**config.mk**
```make
export PLATFORM = sky130hd
export DESIGN_NAME = spike_readout_flat
export DESIGN_NICKNAME = d
export VERILOG_FILES = /design/src/rtl/spike_readout_if.sv /design/src/rtl/spike_readout.sv /design/src/flat_wrapper.sv
export SDC_FILE = /design/constraint.sdc
export NUM_CORES = 1
export LEC_CHECK = 0
export CORE_MARGIN = 2
export CORE_UTILIZATION = 49
export DETAILED_ROUTE_END_ITERATION = 16
export DONT_BUFFER_PORTS = 1
export GPL_ROUTABILITY_DRIVEN = 0
export PLACE_DENSITY = 0.65
export SYNTH_ARGS = -nofsm -noshare
export SYNTH_HDL_FRONTEND = slang
export SYNTH_SLANG_ARGS = --single-unit
```
**constraint.sdc**
```tcl
create_clock -name clk -period 5.8 [get_ports clk]
set_clock_uncertainty 0.15 [all_clocks]
set_input_delay 1.16 -clock clk [delete_from_list [all_inputs] [get_ports clk]]
set_output_delay 1.16 -clock clk [all_outputs]
set_load 0.02 [all_outputs]
```
**src/rtl/spike_readout_if.sv**
```systemverilog
//==============================================================================
// Module      : spike_readout_if
// Description : Spike-line, window-control and result handshake bundle for
//               spike_readout. SPIKE_READOUT_MIN_COUNT_EN adds min_count and
//               no_decision.
// Revision    : 1.0 - initial release
//==============================================================================
`default_nettype none

interface spike_readout_if #(
    parameter int N_OUT    = 2,
    parameter int CNT_W    = 8,
    parameter int WIN_W    = 16,
    parameter int WINNER_W = 1
);
    logic [N_OUT-1:0]       spike_in;
    logic                   start;
    logic [WIN_W-1:0]       win_len;
    logic                   result_ready;
    logic                   busy;
    logic                   result_valid;
    logic [N_OUT*CNT_W-1:0] count_out;
    logic [WINNER_W-1:0]    winner;
    logic [N_OUT-1:0]       sat;
`ifdef SPIKE_READOUT_MIN_COUNT_EN
    logic [CNT_W-1:0]       min_count;
    logic                   no_decision;

    modport master (
        output spike_in, start, win_len, result_ready, min_count,
        input  busy, result_valid, count_out, winner, sat, no_decision
    );
    modport slave (
        input  spike_in, start, win_len, result_ready, min_count,
        output busy, result_valid, count_out, winner, sat, no_decision
    );
`else
    modport master (
        output spike_in, start, win_len, result_ready,
        input  busy, result_valid, count_out, winner, sat
    );
    modport slave (
        input  spike_in, start, win_len, result_ready,
        output busy, result_valid, count_out, winner, sat
    );
`endif
endinterface

`default_nettype wire

```
**src/rtl/spike_readout.sv**
```systemverilog
//==============================================================================
// Module      : spike_readout
// Description : Counts spikes per output neuron over a programmable window,
//               then reports saturating counts and an argmax winner under a
//               valid/ready handshake. Optional macro SPIKE_READOUT_MIN_COUNT_EN
//               flags windows whose winning count is below min_count.
// Revision    : 1.0 - initial release
//==============================================================================
`default_nettype none

module spike_readout #(
    parameter int N_OUT    = 2,
    parameter int CNT_W    = 8,
    parameter int WIN_W    = 16,
    parameter int WINNER_W = 1
) (
    input  wire logic       clk,
    input  wire logic       rst_n,
    spike_readout_if.slave  bus
);
    localparam logic [CNT_W-1:0] c_cnt_max = '1;
    localparam logic [CNT_W-1:0] c_cnt_pre = c_cnt_max - CNT_W'(1);

    typedef enum logic [1:0] {
        S_IDLE   = 2'd0,
        S_COUNT  = 2'd1,
        S_DECIDE = 2'd2,
        S_REPORT = 2'd3
    } state_t;

    state_t                r_state;
    state_t                w_next;
    logic [WIN_W-1:0]      r_win_len;
    logic [WIN_W-1:0]      r_win_cnt;
    logic [CNT_W-1:0]      r_cnt [N_OUT];
    logic [N_OUT-1:0]      r_sat;
    logic [WINNER_W-1:0]   r_winner;
    logic [WINNER_W-1:0]   w_best_idx;
    logic [CNT_W-1:0]      w_best_cnt;
    logic                  w_start_ok;
    logic                  w_win_done;
    logic                  w_busy;
    logic                  w_valid;

    assign w_start_ok = bus.start && (bus.win_len != '0);
    assign w_win_done = (r_win_cnt == (r_win_len - WIN_W'(1)));

    always_comb begin
        w_next  = r_state;
        w_busy  = 1'b0;
        w_valid = 1'b0;
        case (r_state)
            S_IDLE: begin
                if (w_start_ok) w_next = S_COUNT;
            end
            S_COUNT: begin
                w_busy = 1'b1;
                if (w_win_done) w_next = S_DECIDE;
            end
            S_DECIDE: begin
                w_busy = 1'b1;
                w_next = S_REPORT;
            end
            S_REPORT: begin
                w_valid = 1'b1;
                if (bus.result_ready) w_next = S_IDLE;
            end
            default: w_next = S_IDLE;
        endcase
    end

    // Strict greater-than keeps the lowest index on ties
    always_comb begin
        w_best_idx = '0;
        w_best_cnt = r_cnt[0];
        for (int i = 1; i < N_OUT; i++) begin
            if (r_cnt[i] > w_best_cnt) begin
                w_best_cnt = r_cnt[i];
                w_best_idx = WINNER_W'(i);
            end
        end
    end

    always_ff @(posedge clk or negedge rst_n) begin
        if (!rst_n) r_state <= S_IDLE;
        else        r_state <= w_next;
    end

    always_ff @(posedge clk or negedge rst_n) begin
        if (!rst_n) begin
            r_win_len <= '0;
            r_win_cnt <= '0;
            r_sat     <= '0;
            r_winner  <= '0;
            for (int i = 0; i < N_OUT; i++) r_cnt[i] <= '0;
        end else begin
            case (r_state)
                S_IDLE: begin
                    if (w_start_ok) begin
                        r_win_len <= bus.win_len;
                        r_win_cnt <= '0;
                        r_sat     <= '0;
                        for (int i = 0; i < N_OUT; i++) r_cnt[i] <= '0;
                    end
                end
                S_COUNT: begin
                    r_win_cnt <= r_win_cnt + WIN_W'(1);
                    for (int i = 0; i < N_OUT; i++) begin
                        if (bus.spike_in[i] && (r_cnt[i] != c_cnt_max)) begin
                            r_cnt[i] <= r_cnt[i] + CNT_W'(1);
                            if (r_cnt[i] == c_cnt_pre) r_sat[i] <= 1'b1;
                        end
                    end
                end
                S_DECIDE: r_winner <= w_best_idx;
                default: ;
            endcase
        end
    end

`ifdef SPIKE_READOUT_MIN_COUNT_EN
    logic r_no_decision;

    always_ff @(posedge clk or negedge rst_n) begin
        if (!rst_n) begin
            r_no_decision <= 1'b0;
        end else if (r_state == S_IDLE && w_start_ok) begin
            r_no_decision <= 1'b0;
        end else if (r_state == S_DECIDE) begin
            r_no_decision <= (w_best_cnt < bus.min_count);
        end
    end

    assign bus.no_decision = r_no_decision;
`endif

    generate
        for (genvar g = 0; g < N_OUT; g++) begin : g_pack
            assign bus.count_out[g*CNT_W +: CNT_W] = r_cnt[g];
        end
    endgenerate

    assign bus.busy         = w_busy;
    assign bus.result_valid = w_valid;
    assign bus.winner       = r_winner;
    assign bus.sat          = r_sat;

endmodule

`default_nettype wire

```
**src/flat_wrapper.sv**
```systemverilog
// flat-port wrapper written by rule: the top's interface ports become plain ports
module spike_readout_flat 
#(
    parameter int N_OUT    = 2,
    parameter int CNT_W    = 8,
    parameter int WIN_W    = 16,
    parameter int WINNER_W = 1
)
  (clk, rst_n, bus_spike_in, bus_start, bus_win_len, bus_result_ready, bus_busy, bus_result_valid, bus_count_out, bus_winner, bus_sat);
  spike_readout_if #(.N_OUT(N_OUT), .CNT_W(CNT_W), .WIN_W(WIN_W), .WINNER_W(WINNER_W)) bus_i ();
  input  wire logic clk;
  input  wire logic rst_n;
  input wire logic [$bits(bus_i.spike_in)-1:0] bus_spike_in;
  input wire logic [$bits(bus_i.start)-1:0] bus_start;
  input wire logic [$bits(bus_i.win_len)-1:0] bus_win_len;
  input wire logic [$bits(bus_i.result_ready)-1:0] bus_result_ready;
  output wire logic [$bits(bus_i.busy)-1:0] bus_busy;
  output wire logic [$bits(bus_i.result_valid)-1:0] bus_result_valid;
  output wire logic [$bits(bus_i.count_out)-1:0] bus_count_out;
  output wire logic [$bits(bus_i.winner)-1:0] bus_winner;
  output wire logic [$bits(bus_i.sat)-1:0] bus_sat;
  assign bus_i.spike_in = bus_spike_in;
  assign bus_i.start = bus_start;
  assign bus_i.win_len = bus_win_len;
  assign bus_i.result_ready = bus_result_ready;
  assign bus_busy = bus_i.busy;
  assign bus_result_valid = bus_i.result_valid;
  assign bus_count_out = bus_i.count_out;
  assign bus_winner = bus_i.winner;
  assign bus_sat = bus_i.sat;
  spike_readout #(.N_OUT(N_OUT), .CNT_W(CNT_W), .WIN_W(WIN_W), .WINNER_W(WINNER_W)) u_core (.clk(clk), .rst_n(rst_n), .bus(bus_i));
endmodule
```
==> results of run 1 <==
==> metal layers <==
layer | part of all wire, % | up-vias | wire length (um) | GRT usage (%)
met4 | 1.4 | 0 | 103 | 4.40
li1 | - | 1262 | - | -
met3 | 4.2 | 14 | 307 | 3.89
met2 | 49 | 70 | 3580 | 33.8
met1 | 45 | 1295 | 3320 | 27.5
met5 | 0 | - | 0 | 0
==> path summary, 6_finish.rpt <==
path / startpoint / cells after the start / to / slack (ps)
setup / recovery: bus_win_len[1] / 5 / u_core.bus.count_out[14]$_DFFE_PN0P_ / 2670
hold / removal: rst_n / 0 / u_core.bus.sat[0]$_DFFE_PN0P_ / 380
setup reg to reg: u_core.r_win_len[0]$_DFFE_PN0P_ / 9 / u_core.r_state[1]$_DFFE_PN0P_ / 2780
hold reg to reg: u_core.r_win_len[15]$_DFFE_PN0P_ / 1 / u_core.r_win_len[15]$_DFFE_PN0P_ / 400
max in group asynchronous: rst_n / 0 / u_core.r_win_cnt[15]$_DFFE_PN0P_ / 5000
min in group clk: u_core.r_win_len[15]$_DFFE_PN0P_ / 1 / u_core.r_win_len[15]$_DFFE_PN0P_ / 400
==> worst max-delay path, cell delays in order <==
cell,delay (ps)
nor4_1,50
a41oi_1,280
nand2_1,480
nor2_2,1020
nor2_1,140
==> final cells by class <==
type / count / share of cell area (%)
flip-flops and latches: 53 / 38.0
clock inverters: 2 / 0.287
multi-input cells: 269 / 54.5
repair buffers: 1 / 0.215
inverters: 19 / 2.04
clock buffers: 6 / 2.08
well taps: 80 / 2.87
==> power breakdown <==
group | leakage [uW] | switching (uW) | total, uW | internal, uW
sequential | 0.000693 | 201 | 668 | 467
clock | 0.0000450 | 121 | 206 | 84.1
combinational | 0.000773 | 349 | 660 | 311
==> logic make-up (layout without fill, tap and decap cells) <==
| kind of cell | after synthesis | in the layout | share of synthesized area (%) |
|---|---|---|---|
| xor gates and xnor gates | 38 | 38 | 9.88 |
| buffers and inverters | 31 | 28 | 4.27 |
| and+or+nand+nor | 143 | 143 | 23.1 |
| AOI/OAI and AO/OA | 48 | 48 | 9.47 |
| adders and majority gates | 18 | 18 | 6.68 |
| muxes | 22 | 22 | 7.20 |
| DFF | 53 | 53 | 39.4 |
==> cells in the final DEF (no fill, tap or decap), types with 2 or more instances in the layout <==
cell / netlist / final
a21oi_1: 11 / 11
a311oi_1: 2 / 2
a31oi_1: 4 / 4
a41oi_1: 2 / 2
and3_1: 6 / 6
and4_1: 2 / 2
clkbuf_8: 0 / 5
clkinv_2: 0 / 2
dfrtp_1: 53 / 53
ha_1: 18 / 18
inv_1: 19 / 19
mux2_2: 18 / 18
mux2i_1: 4 / 4
nand2_1: 24 / 24
nand2b_1: 5 / 5
nand3_1: 6 / 6
nand3b_1: 2 / 2
nand4_1: 16 / 16
nor2_1: 35 / 34
nor2b_1: 5 / 5
nor3_1: 8 / 8
nor3b_1: 2 / 2
nor4_1: 10 / 10
o211ai_1: 2 / 2
o21a_1: 2 / 2
o21ai_0: 11 / 11
o31a_1: 2 / 2
or3_1: 9 / 9
or4_1: 3 / 3
xnor2_1: 19 / 19
xor2_1: 19 / 19
==> flip-flops by register name, summed over array words and instances (netlist names) <==
| signal | count |
|---|---|
| u_core.bus.sat | 2 |
| u_core.r_win_len | 16 |
| u_core.bus.count_out | 16 |
| u_core.bus.winner | 1 |
| u_core.r_win_cnt | 16 |
| u_core.r_state | 2 |
==> per-stage QoR <==
stage	hold WS, ps	power (uW)	instance area (um^2)	std cells
floorplan	351	1190	3370	353
global placement	378	1320	3410	422
detailed placement	379	1330	3410	422
CTS	373	1540	3490	430
global route	367	1650	3490	430
finish	384	1530	3490	430
==> flow_summary.yaml, run 1 <==
clock_network:
  cts.sinks: 53
  clock_latency_ps: 310
  cts_tree: "yes"
  cts_setup_buffers: 0
  clock_tree.root_cell: "clkbuf_8"
  ctsHoldBuffers: 0
  clk_path_buf_depth: 2
  cts_inserted_buffers: 5
  cts-htree-levels: 2
  cts_resized: 0
  path_clk_slew_ps: 100
placed_design:
  dp_hpwl_mm: 5.36
  port_buffers: 0
  dpl_worst_slack_ps: 2310
setup_path:
  arrival_ps: 3120
  end_kind: "flip-flop"
  cp_max_fo: 27
  critPathRequiredTime_ps: 5790
  cp-start-kind: "input port"
  path_class: "in2reg"
synthesis:
  yosysTopAreaCell: "dfrtp_1"
  syn_nets: 393
  synth-edff-count: 0
  synth_area_leaders: "dfrtp_1 39%, ha_1 6.7%, mux2_2 6.0%, xnor2_1 4.9%, xor2_1 4.9%"
  yosysWarnings: 0
  synthFlopType: "dfrtp_1"
  async_flop_share_pct: 100
  synth_seq_area_share_pct: 39.4
  yosysUniqueCellTypes: 54
  avgSynthCellArea_um2: 9.55
  ys_seq_elements: 53
  synth.most_common_cell: "dfrtp_1"
  yosys-top-cells-count: "53 x dfrtp_1, 35 x nor2_1, 24 x nand2_1"
  syn_area_mm2: 0.00337
  syn_inst: 353
  yosysTopAreaCellShare_pct: 39.4
global_route:
  grt_max_degree: 54
  grt_util_all_layers_pct: 20.3
  grt_antenna_before_repair: 0
  grt_pass1_vias: 2531
  overflow: 0
  grt_pass1_wl_mm: 12.3
pwr:
  p_leak_uw: 0.00151
  powerDensity_mw_per_mm2: 440
  vdd_drop_max_uv: 235
timing:
  hold_violations: 0
  slew_violations: 0
  fin_crit_sh_pct: 54.0
  relSlewSlack_pct: 26.0
  setup_tns_ps: 0
  setup_ws_ps: 2670
  setup_violations: 0
  tightest_slew_ps: 1110
  fmax_mhz: 319
  fin_crit_ps: 3130
  rsz0062_at_grt: "false"
final_layout:
  multi_input_area_mm2: 0.00190
  fillerInstances: 640
  regArea_mm2: 0.00133
  post-route-util_pct: 51.9
  synthToLayoutAreaGrowth_pct: 3.56
  n_antenna_cell: 0
  drive_above_1_share_pct: 9.71
  nNetsFinal: 389
detailed_routing:
  viasPerCell: 6.14
  wl_mm: 7.31
  wire_per_inst_um: 17.0
  vias: 2641
  dr.pass1.iters: 4
  antenna_left: 0
  drc: 0
  drtIter0Drc: 185
status:
  outcome: "completed"
die:
  start_util_pct: 50.1
  coreArea_mm2: 0.00672
  fp.dieH_um: 86.9
  io-pin-count: 43
  dieArea_mm2: 0.00756
  die_width_um: 86.9
  rows: 30
hold_path:
  min_path_type: "in2async"
run:
  drv_cap: 0
(Power assumes the default switching activity.)
==> run 2: changes to the inputs <==
Settings changed: PLACE_DENSITY 0.65 to 0.67.
Clock period 5.8 ns to 2.8 ns, I/O delays scaled along.
==> run 2 against run 1 <==
Net effect:
- largest cell class unchanged
- flip-flop and latch count stayed put
- wire length is 2.2% higher
- global-route usage is 0.74 points higher
- critical endpoint is now u_core.r_state[1]$_DFFE_PN0P_
==> flow_summary.yaml, run 2 (same netlist as run 1, synthesis figures left out) <==
die:
  die_width_um: 86.9
  start_util_pct: 50.1
  dieArea_mm2: 0.00756
  fp.dieH_um: 86.9
  rows: 30
  coreArea_mm2: 0.00672
  io-pin-count: 43
final_layout:
  synthToLayoutAreaGrowth_pct: 8.17
  drive_above_1_share_pct: 13.3
  layout_commonest_cell: "dfrtp_1"
  n_antenna_cell: 0
  nNetsFinal: 401
  most-common-layout-cells: "53 x dfrtp_1, 34 x nor2_1, 24 x nand2_1"
  fin_cells: 442
global_route:
  use_met1_pct: 28.4
  busiest_layer: "met2"
  grt_pass1_wl_mm: 12.6
  gr-usage-met3_pct: 3.13
  met2_usage_pct: 34.3
  grt_util_all_layers_pct: 21.0
  grt_antenna_before_repair: 0
  grt_max_degree: 54
  grt_pass1_vias: 2705
  overflow: 0
setup_path:
  cp_max_fo: 7
  critPathRequiredTime_ps: 2910
  reg2reg_from: "u_core.r_win_len[1]$_DFFE_PN0P_"
  cp-start-kind: "flip-flop"
  end_kind: "flip-flop"
  path_class: "reg2reg"
  crit_chain: "inv_1 > ha_1 > or4b_4 > o31a_1 > o21a_1 > nor3_2 > and4bb_2 > or3_1 > nand3_1"
  rr_worst_depth: 9
  critPathCapture: "u_core.r_state[1]$_DFFE_PN0P_"
  worstSetupStartpoint: "u_core.r_win_len[1]$_DFFE_PN0P_"
  max_stage_delay_ps: 500
  r2r-end: "u_core.r_state[1]$_DFFE_PN0P_"
  arrival_ps: 2770
  rrSetupSlack_ps: 140
  critical_path.slowest_cell: "or4b_4"
timing:
  fin_crit_ps: 2660
  whs_ps: 241
  slew_violations: 0
  setup_violations: 0
  hold_violations: 0
  tightest_slew_ps: 1140
  fmax_mhz: 375
  setup_tns_ps: 0
  setup_ws_ps: 136
  rsz0062_at_grt: "false"
  fin_crit_sh_pct: 95.2
  relSlewSlack_pct: 23.8
detailed_routing:
  dr.pass1.iters: 4
  vias: 2638
  antenna_left: 0
  viasPerCell: 5.97
  wl_mm: 7.47
  drc: 0
  drtIter0Drc: 123
  wire_per_inst_um: 16.9
pwr:
  finalPower_uw: 3450
  vdd_drop_max_uv: 651
  clock_power_share_pct: 16.4
  power.internal_uw: 2000
  p_leak_uw: 0.00159
  p_switching_uw: 1450
  switching_share_pct: 42.1
  p_comb_share_pct: 46.2
  p_seq_share_pct: 37.5
  powerDensity_mw_per_mm2: 948
clock_network:
  cts_inserted_buffers: 5
  clock_tree.root_cell: "clkbuf_8"
  path_clk_slew_ps: 100
  cts-htree-levels: 2
  cts.sinks: 53
  clock_latency_ps: 320
  clk_path_buf_depth: 2
  cts_tree: "yes"
status:
  outcome: "completed"
placed_design:
  dpl_worst_slack_ps: 97.7
  port_buffers: 0
  dpl.cell_count: 432
  dp_hpwl_mm: 5.51
hold_path:
  min_path_type: "in2reg"
run:
  drv_cap: 0
-- run 2: worst min-delay path by stage --
stage | depth (start not counted) | start | to
4_1_cts | 1 | bus_win_len[9] | u_core.r_win_len[9]$_DFFE_PN0P_
2_1_floorplan | 0 | rst_n | u_core.bus.count_out[0]$_DFFE_PN0P_
3_3_place_gp | 0 | rst_n | u_core.r_win_cnt[6]$_DFFE_PN0P_
5_1_grt | 1 | bus_win_len[14] | u_core.r_win_len[14]$_DFFE_PN0P_
6_report | 1 | bus_win_len[5] | u_core.r_win_len[5]$_DFFE_PN0P_
3_5_place_dp | 0 | rst_n | u_core.r_win_cnt[5]$_DFFE_PN0P_
-- run 2: power by group through the flow --
stage / sequential (uW) / clock, uW / combinational (uW)
CTS: 1290 / 571 / 1590
finish: 1290 / 566 / 1590
detailed placement: 1310 / 0 / 1560
global route: 1340 / 597 / 1780
global placement: 1300 / 0 / 1510
floorplan: 1230 / 0 / 1230
-- run 2: worst max-delay path: cells and delay by family (launching register included) --
family,cells,cell delay [ps]
and+or+nand+nor,5,1310
adders and majority gates,1,160
buffers and inverters,1,80
AOI/OAI and AO/OA,2,460
DFF,1,450
-- run 2: through the flow --
stage / utilization, % / area (um^2)
after CTS: 54.2 / 3640
after floorplan: - / 3370
after global routing: 54.2 / 3640
after global placement: 51.8 / 3480
final: 54.2 / 3640
after detailed placement: 51.8 / 3480
-- run 2: what timing repair did --
item	in CTS	in global routing
setup endpoints to repair	0	2
setup buffers	0	0
resized for setup	0	3
hold buffers	2	0
hold endpoints to repair	53	0
-- run 2: layout make-up --
class                   count  area [um^2]
fillers                   607         3070
multi-input cells         269         1910
flip-flops and latches     53         1330
repair buffers             13          120
well taps                  80          100
clock buffers               6         82.6
inverters                  19         71.3
clock inverters             2         37.5
-- run 2: layer usage --
metal / vias to the layer above / wire length (um)
met3: 9 / 274
met4: 0 / 95
met2: 47 / 3650
li1: 1273 / -
met1: 1309 / 3460
met5: - / 0
